--- src/rtl/sid_bus_master.sv ---
// Bus initiator for a 6510-style SID bus: free-running phi2, power-up /RES,
// and one register access per phi2 period driven from a request/response port.
module sid_bus_master #(
  parameter int CLK_DIV    = 24,
  parameter int PHI2_HIGH  = 12,
  parameter int DATA_HOLD  = 1,
  parameter int RES_CYCLES = 10
) (
  input  logic       clk,
  input  logic       rst,
  input  logic       req_valid,
  output logic       req_ready,
  input  logic       req_we,
  input  logic [4:0] req_addr,
  input  logic [7:0] req_data,
  output logic       resp_valid,
  output logic [7:0] resp_data,
  output logic       phi2,
  output logic [4:0] addr_o,
  output logic       r_w_n,
  output logic       cs_n,
  output logic       res_n,
  output logic [7:0] data_o,
  output logic       data_oe,
  input  logic [7:0] data_i
);

  localparam int PW = $clog2(CLK_DIV);
  localparam int RW = $clog2(RES_CYCLES + 1);

  localparam logic [PW-1:0] PH_LAST = PW'(CLK_DIV - 1);
  localparam logic [PW-1:0] PH_RISE = PW'(CLK_DIV - PHI2_HIGH);
  localparam logic [PW-1:0] PH_UPD  = PW'(DATA_HOLD);
  localparam logic [RW-1:0] RES_END = RW'(RES_CYCLES - 1);

  typedef enum logic [1:0] {
    ST_RESET,
    ST_IDLE,
    ST_ACCESS
  } state_t;

  state_t        state;
  logic [PW-1:0] ph;
  logic [PW-1:0] ph_next;
  logic [RW-1:0] res_cnt;
  logic          pend;
  logic          pend_we;
  logic [4:0]    pend_addr;
  logic [7:0]    pend_data;

  always_comb begin
    ph_next = (ph == PH_LAST) ? '0 : ph + 1'b1;
  end

  // Every output is registered from ph_next so it is valid in the cycle whose ph it refers to.
  always_ff @(posedge clk) begin
    if (rst) begin
      state      <= ST_RESET;
      ph         <= '0;
      res_cnt    <= '0;
      phi2       <= 1'b0;
      res_n      <= 1'b0;
      cs_n       <= 1'b1;
      r_w_n      <= 1'b1;
      addr_o     <= '0;
      data_o     <= '0;
      data_oe    <= 1'b0;
      req_ready  <= 1'b0;
      resp_valid <= 1'b0;
      resp_data  <= '0;
      pend       <= 1'b0;
      pend_we    <= 1'b0;
      pend_addr  <= '0;
      pend_data  <= '0;
    end else begin
      ph         <= ph_next;
      phi2       <= (ph_next >= PH_RISE);
      req_ready  <= (ph_next == PH_LAST) && (state != ST_RESET);
      resp_valid <= 1'b0;

      if (req_valid && req_ready) begin
        pend      <= 1'b1;
        pend_we   <= req_we;
        pend_addr <= req_addr;
        pend_data <= req_data;
      end

      case (state)
        ST_RESET: begin
          if (ph == PH_LAST) begin
            if (res_cnt == RES_END) begin
              res_n <= 1'b1;
              state <= ST_IDLE;
            end else begin
              res_cnt <= res_cnt + 1'b1;
            end
          end
        end
        default: begin
          if (ph_next == PH_UPD) begin
            data_oe <= 1'b0;
            if (pend) begin
              addr_o <= pend_addr;
              r_w_n  <= ~pend_we;
              cs_n   <= 1'b0;
              pend   <= 1'b0;
              state  <= ST_ACCESS;
            end else begin
              cs_n  <= 1'b1;
              r_w_n <= 1'b1;
              state <= ST_IDLE;
            end
          end
          // pend_data stays valid here: the next capture can only occur after phi2 rises.
          if (ph_next == PH_RISE && state == ST_ACCESS && !r_w_n) begin
            data_o  <= pend_data;
            data_oe <= 1'b1;
          end
          if (ph == PH_LAST && state == ST_ACCESS && r_w_n) begin
            resp_data  <= data_i;
            resp_valid <= 1'b1;
          end
        end
      endcase
    end
  end

endmodule

--- config.mk ---
export PLATFORM = sky130hd
export DESIGN_NAME = sid_bus_master
export DESIGN_NICKNAME = d
export VERILOG_FILES = /design/src/rtl/sid_bus_master.sv
export SDC_FILE = /design/constraint.sdc
export NUM_CORES = 1
export LEC_CHECK = 0
export CAP_MARGIN = 20
export CELL_PAD_IN_SITES_DETAIL_PLACEMENT = 0
export CELL_PAD_IN_SITES_GLOBAL_PLACEMENT = 1
export CORE_MARGIN = 5
export CORE_UTILIZATION = 25
export DETAILED_ROUTE_END_ITERATION = 7
export GPL_TIMING_DRIVEN = 1
export PLACE_DENSITY_LB_ADDON = 0.1
export SLEW_MARGIN = 30
export SYNTH_ARGS = -nofsm -noshare
export SYNTH_HDL_FRONTEND = slang
export SYNTH_SLANG_ARGS = --single-unit
--- constraint.sdc ---
create_clock -name clk -period 2.65 [get_ports clk]
set_input_delay 0.53 -clock clk [delete_from_list [all_inputs] [get_ports clk]]
set_output_delay 0.53 -clock clk [all_outputs]
set_load 0.02 [all_outputs]
==> results of run 1 <==
-- layout make-up --
| type | count | area share |
|---|---|---|
| Clock buffer | 6 | 0.0250 |
| Sequential cell | 54 | 0.372 |
| Tap cell | 108 | 0.0466 |
| Timing Repair Buffer | 55 | 0.187 |
| Inverter | 5 | 0.00647 |
| Multi-Input combinational cell | 170 | 0.350 |
| Clock inverter | 2 | 0.0129 |
-- state kept, by name, summed over array words and instances, names as in the netlist --
| signal | cells |
|---|---|
| phi2 | 1 |
| r_w_n | 1 |
| addr_o | 5 |
| data_o | 8 |
| pend_data | 8 |
| pend_we | 1 |
| pend | 1 |
| res_n | 1 |
| state | 2 |
| ph | 5 |
| res_cnt | 4 |
| req_ready | 1 |
| resp_valid | 1 |
| data_oe | 1 |
| cs_n | 1 |
| pend_addr | 5 |
| resp_data | 8 |
-- cells in the final DEF, fill, tap and decap left out, drive strengths merged, types with 5 or more instances in the layout --
master / n
a21oi: 29
clkbuf: 6
clkdlybuf4s50: 52
dfxtp: 54
ha: 6
inv: 5
mux2i: 10
nand2: 34
nand3: 13
nand4: 7
nor2: 18
o21ai: 12
o31ai: 7
-- cell usage after synthesis (3+ instances only) --
library cell  number  area [um2]
a21oi_1           29         145
and2_1             4        25.0
and3_1             4        25.0
buf_1              3        11.3
buf_6              4        45.0
clkbuf_1           6        22.5
dfxtp_1           54        1080
ha_1               6        75.1
inv_1              5        18.8
mux2i_1            9        90.1
nand2_1           34         128
nand3_1           12        60.1
nand4_1            7        43.8
nor2_1            18        67.6
o21ai_0            9        45.0
o31ai_1            7        52.6
xor2_1             3        26.3
-- per-stage QoR --
step | std cells | utilization | hold WS [ns] | setup slack [ns]
floorplan | 244 | - | 0.437 | 1.05
global placement | 392 | 0.322 | 0.442 | 0.651
detailed placement | 392 | 0.322 | 0.448 | 0.632
CTS | 400 | 0.334 | 0.465 | 0.609
global route | 400 | 0.334 | 0.479 | 0.453
finish | 400 | 0.334 | 0.460 | 0.654
-- worst min-delay path, delay by kind of cell (launching register included) --
family	cells	cell delay [ns]
AO/OA/AOI/OAI	1	0.05
flip-flops	1	0.32
AND/OR/NAND/NOR	1	0.05
-- path summary, 6_finish.rpt --
kind | from | to | slack [ns] | cells past startpoint
worst max-delay path | ph[1] | resp_data[4] | 0.65 | 5
worst min-delay path | pend_data[4] | pend_data[4] | 0.46 | 2
worst max register to register | ph[1] | resp_data[4] | 0.65 | 5
worst min register to register | pend_data[4] | pend_data[4] | 0.46 | 2
-- power groups by stage --
| stage | logic (mW) | registers, mW | clock network, mW |
|---|---|---|---|
| after CTS | 0.0875 | 0.821 | 0.579 |
| after global routing | 0.0942 | 0.822 | 0.615 |
| after detailed placement | 0.0875 | 0.840 | 0 |
| after floorplan | 0.0405 | 0.838 | 0 |
| after global placement | 0.0875 | 0.840 | 0 |
| final | 0.0855 | 0.821 | 0.556 |
-- per-layer routing --
layer,share of wire,up-vias,routed length (um)
met5,0,-,0
met4,0.012,0,65
met3,0.041,6,231
met2,0.47,28,2640
met1,0.48,842,2710
li1,-,940,-
-- logic make-up after synthesis --
group,after synthesis
compound gates,55
xor+xnor,4
fa+ha+maj,6
buf+inv,20
flops,54
mux,11
simple gates,94
==> metrics.md, run 1 <==
| Metric | Value |
|---|---|
| Placed Area | roughly 2800 um2 |
| Min Tclk post-route | between 1.5 and 2 ns |
| Num Clock Sinks | 54 |
| # hold bufs at CTS | 0 |
| H-tree Lvls | 2 |
| Final setup fails | 0 |
| Final Max Tran Viols | 0 |
| Compound-Gate Fraction of Synth Area | 0.142 |
| Synth Area in Simple Gates | 0.214 |
| Gp weighted congestion | about 0.72 |
| DR vias/cell | between 4 and 5 |
| Yosys warns | 0 |
| Worst Tran Pin Value | approximately 0.65 ns |
| Slowest cell delay on critical path | about 0.52 ns |
| Crit-path max FO | 9 |
| Area Overhead vs Synth | 31.6% |
| Flop pwr share | 0.561 |
| Vias after detailed routing | ~1,800 |
| Startpoint class of the critical path | flop |
| Clock latency at the later pin of the worst-skew pair | just over 0.3 ns |
| Core area | 8680 um2 |
| Worst setup EP type | flop |
| Critical path's slowest cell | and3_1 |
| Switching share of power | 0.219 |
| Initial Util | 0.254 |
| RSZ-0062 raised after global routing | false |
| Met1 usage | 0.141 |
| ANT cells | 0 |
| Synth Net Count | between 200 and 300 |
| DRT Wirelength | between 5 and 6 mm |
| Worst hold path class | reg2reg |
| Synth Area in XOR/XNOR | 0.0159 |
| Total design power | around 1.5 mW |
| Port Buffer Count | 52 |
| Crit-path cells | ha_1 > and4b_1 > and3_1 > mux2i_1 > nor2_1 |
| Fin nets | 322 |
| Switching power of the nets | 321 uW |
| WL/cell | between 10 and 15 um |
| Post-CTS Setup Inserts | 0 |
| Register area | approximately 1100 um2 |
| Setup TNS | 0 ns |
| Fin area | approximately 2900 um2 |
| Largest family of logic cells by synthesized area | simple AND/OR/NAND/NOR gates |
| First-pass GRT wire length | ~9.4 mm |
| Mapped Area | about 2200 um2 |
| Seq/Total Area, Yosys | 0.490 |
| WP buf/inv | 0 |
| Critical path's top delay family | simple AND/OR/NAND/NOR gates |
| Starting DRT DRC Count | 40 |
| Worst EP required | between 2 and 3 ns |
| Share of layout cells above drive strength 1 | 0.0651 |
| Met2 Use GR | 0.167 |
| Mapped Cells | ~240 |
| Avg Cell Area, Syn | 9.04 um2 |
| CP arrival | ~2.2 ns |
| Multiplexer area fraction after synthesis | 0.0539 |
| Adder-cell area share of the yosys netlist | 0.0340 |
| Clk_skew | between 0.01 and 0.015 ns |
| Clock transition at path regs | 0.10 ns |
| Rows | 34 |
| FF+latch count, synth | 54 |
| Status | complete, no violations |
| Pwr Density | just over 500 nW/um2 |
| Longest Clk Path Bufs | 2 |
| Final Cycle Share | 0.753 |
| Ys async rst share | 0 |
| Kind of critical path | reg2reg |
| DR pass1 iterations | 4 |
| Slew Limit Headroom | 0.563 |
| Resize count post-CTS | 0 |
| Internal power | between 1 and 1.5 mW |
| Antenna violations before repair | 0 |
| Met3 Use GR | 0.0335 |
| Max Cap Viol | 0 |
| Hold Vio Cnt, Final | 0 |
| Vias in the first global route | ~1,800 |
| Remaining antenna violation count | 0 |
| Total CTS buffers | 5 |
| I/O pin cnt | between 50 and 60 |
| Area of the die | between 10,000 and 15,000 um2 |
| Largest net degree at the start of global routing | 33 |
| Clk pwr share | 0.380 |
| Logic pwr share | 0.058 |
| DRC Markers | 0 |
| Synth cell types | 41 |
| Die height | 104 um |
| Post-synth EDFFs | 0 |
| GRT Total Usage | 0.106 |
| DP HPWL | between 3 and 4 mm |
| Clk root buf | clkbuf_8 |
| Lkg Pwr | between 0.9 and 1 nW |
| Worst vdd ir | 0.217 mV |
| Gr ovfl total | 0 |
| Prevailing post-synth register cell | dfxtp_1 |
| Fmax | between 500 and 600 MHz |
| Fillcell total | 940 |
| Grt peak-use layer | met2 |
| CTS tree | done |
| Die X | about 100 um |
| Area occupied by multi-input gates | 1010 um2 |
(Power assumes the default switching activity.)
==> inputs of run 2 (changes only) <==
Clock period 2.65 ns to 1.8 ns, I/O delays scaled along.
==> run 2 against run 1 <==
Compared with the run above: non-clock buffer count grew 7; final area grew 2.3%; clock power grew 36%; worst hold slack gained 0.0028 ns; die area is the same; clock skew shrank 0.00073 ns; combinational power grew 61%; wire length grew 2.7%; clock-buffer cell count grew 1; register-to-register slack lost 0.54 ns; sequential share of layout area shrank 0.85 points; critical path type is now reg2out; critical endpoint is now r_w_n; largest cell class unchanged; largest power group unchanged; highest routed layer unchanged.
==> metrics.md, run 2 (same netlist as run 1, synthesis figures left out) <==
| Metric | Value |
|---|---|
| Status | complete, no violations |
| DR pass1 iterations | 4 (unchanged) |
| Startpoint class of the critical path | flop |
| Pwr Density | 707 nW/um2 (+40%) |
| Fin area | 2970 um2 (+2.3%) |
| # hold bufs at CTS | 0 (unchanged) |
| I/O pin cnt | 53 (unchanged) |
| PnR worst setup slack | 0.0732 ns (-0.581 ns) |
| Die height | 104 um (unchanged) |
| Critical path's slowest cell | clkdlybuf4s50_1 |
| Worst vdd ir | 0.332 mV (+53%) |
| Core area | 8680 um2 (unchanged) |
| GRT Total Usage | 0.106 (-0.000881) |
| Worst R2R Start | ph[0] |
| Hold Path Depth | 2 (unchanged) |
| DR vias/cell | 4.65 (+2.4%) |
| Max Cap Viol | 0 (unchanged) |
| Kind of critical path | reg2out |
| Post-CTS Setup Inserts | 0 (unchanged) |
| Total CTS buffers | 5 (unchanged) |
| Clk root buf | clkbuf_8 |
| Fillcell total | 960 (+2.1%) |
| CTS tree | done |
| Vias in the first global route | 1,792 (-0.056%) |
| Worst EP required | 1.44 ns (-1.39 ns) |
| Reg2reg path depth | 5 (unchanged) |
| Final Cycle Share | 0.959 |
| DRT Wirelength | 5.80 mm (+2.7%) |
| Slowest cell delay on critical path | 0.64 ns (+0.12 ns) |
| Num Clock Sinks | 54 (unchanged) |
| Longest Clk Path Bufs | 2 (unchanged) |
| Lkg Pwr | 1.04 nW (+4.4%) |
| Die X | 104 um (unchanged) |
| Min Tclk post-route | around 1.7 ns |
| Clock latency at the later pin of the worst-skew pair | 0.31 ns (about the same) |
| Final Core Density | 0.342 (+0.00779) |
| RSZ-0062 raised after global routing | false |
| R2R setup slack | 0.11 ns (-0.54 ns) |
| Resize count post-CTS | 0 (unchanged) |
| Vias after detailed routing | 1,896 (+4.4%) |
| Area occupied by multi-input gates | 1030 um2 (+2.0%) |
| Clk_skew | 0.0120 ns (-0.000728 ns) |
| Fmax | just under 600 MHz |
| H-tree Lvls | 2 (unchanged) |
| Share of layout cells above drive strength 1 | 0.107 (+0.0416) |
| Initial Util | 0.254 (unchanged) |
| Slew Limit Headroom | 0.662 (+0.0990) |
| First-pass GRT wire length | 9.39 mm (about the same) |
| Hold path endpoint | pend_data[1] |
| Antenna violations before repair | 0 (unchanged) |
| Crit-path cells | clkdlybuf4s50_1 |
| Crit-path max FO | 4 (-5) |
| Largest net degree at the start of global routing | 29 (-12%) |
| Area of the die | 10,800 um2 (unchanged) |
| CP arrival | 1.37 ns (-0.81 ns) |
| Critical path's top delay family | buffers and inverters |
| Gp weighted congestion | 0.724 (+0.19%) |
| Largest registers | data_o x8, pend_data x8, resp_data x8 |
| WP buf/inv | 1 (+1) |
| ANT cells | 0 (unchanged) |
| Commonest non-fill, non-tap cells in the layout | dfxtp_1, clkdlybuf4s50_1, nand2_1 |
| Leading cell type in the layout, fill and taps excluded | dfxtp_1 |
| Place WS | 0.0954 ns (-0.536 ns) |
| DRC Markers | 0 (unchanged) |
| Final Max Tran Viols | 0 (unchanged) |
| Gr ovfl total | 0 (unchanged) |
| Worst Tran Pin Value | 0.505 ns (-0.141 ns) |
| Worst hold path class | reg2reg |
| Register area | 1080 um2 (unchanged) |
| WL/cell | 14.2 um (+0.69%) |
| DP HPWL | 4.00 mm (+2.0%) |
| Starting DRT DRC Count | 72 (+80%) |
| Hold Vio Cnt, Final | 0 (unchanged) |
| Remaining antenna violation count | 0 (unchanged) |
| Port Buffer Count | 52 (unchanged) |
| Total design power | 2.10 mW (+44%) |
| Setup TNS | 0 ns (unchanged) |
| Worst setup EP type | output port |
| Final setup fails | 0 (unchanged) |
| Clock transition at path regs | 0.10 ns (about the same) |
| Area Overhead vs Synth | 34.7% |
| Rows | 34 (unchanged) |
| Placed Area | 2850 um2 (+1.9%) |
| FF-to-FF End | state[0] |
| Fin nets | 330 (+2.5%) |
| HP Start | pend_data[1] |
==> run 2: cell count changes in the layout (fill, tap and decap cells not counted), sizes merged <==
cell      before  now
clkinv         0    1
clkinvlp       1    0
buf            3   10
mux2           1    2
clkbuf         6    7
bufinv         1    0
==> run 2: layer usage <==
metal	wire [um]	track usage	vias up
met5	0	0	-
met4	63	0.0342	0
met3	313	0.0286	7
met2	2580	0.161	43
met1	2840	0.144	889
li1	-	-	957
==> run 2: how the worst max path moves through the flow <==
stage	start	slack, ns	end	depth (start not counted)
finish	r_w_n	0.07	r_w_n	1
global route	ph[0]	0.004	state[0]	5
CTS	r_w_n	0.04	r_w_n	1
detailed placement	ph[0]	0.1	state[0]	5
global placement	ph[0]	0.13	resp_data[5]	6
floorplan	ph[0]	0.20	state[1]	6
==> run 2: through the flow <==
stage               cells  hold slack, ns
floorplan             244           0.437
global placement      399           0.443
detailed placement    399           0.449
CTS                   407           0.465
global route          408           0.487
finish                408           0.463
==> run 2: power breakdown <==
part / leakage (nW) / switching [mW] / internal, mW / total, mW
sequential: 0.435 / 0.00460 / 1.20 / 1.20
clock: 0.0544 / 0.403 / 0.353 / 0.757
combinational: 0.553 / 0.0662 / 0.0720 / 0.138
total: 1.04 / 0.474 / 1.62 / 2.10
==> run 2: final cells by class <==
| cell class | instances | share of cell area |
|---|---|---|
| repair buffers | 62 | 0.201 |
| clock buffers | 7 | 0.0324 |
| clock inverters | 1 | 0.00295 |
| well taps | 108 | 0.0455 |
| multi-input cells | 171 | 0.348 |
| flip-flops and latches | 54 | 0.364 |
| inverters | 5 | 0.00632 |
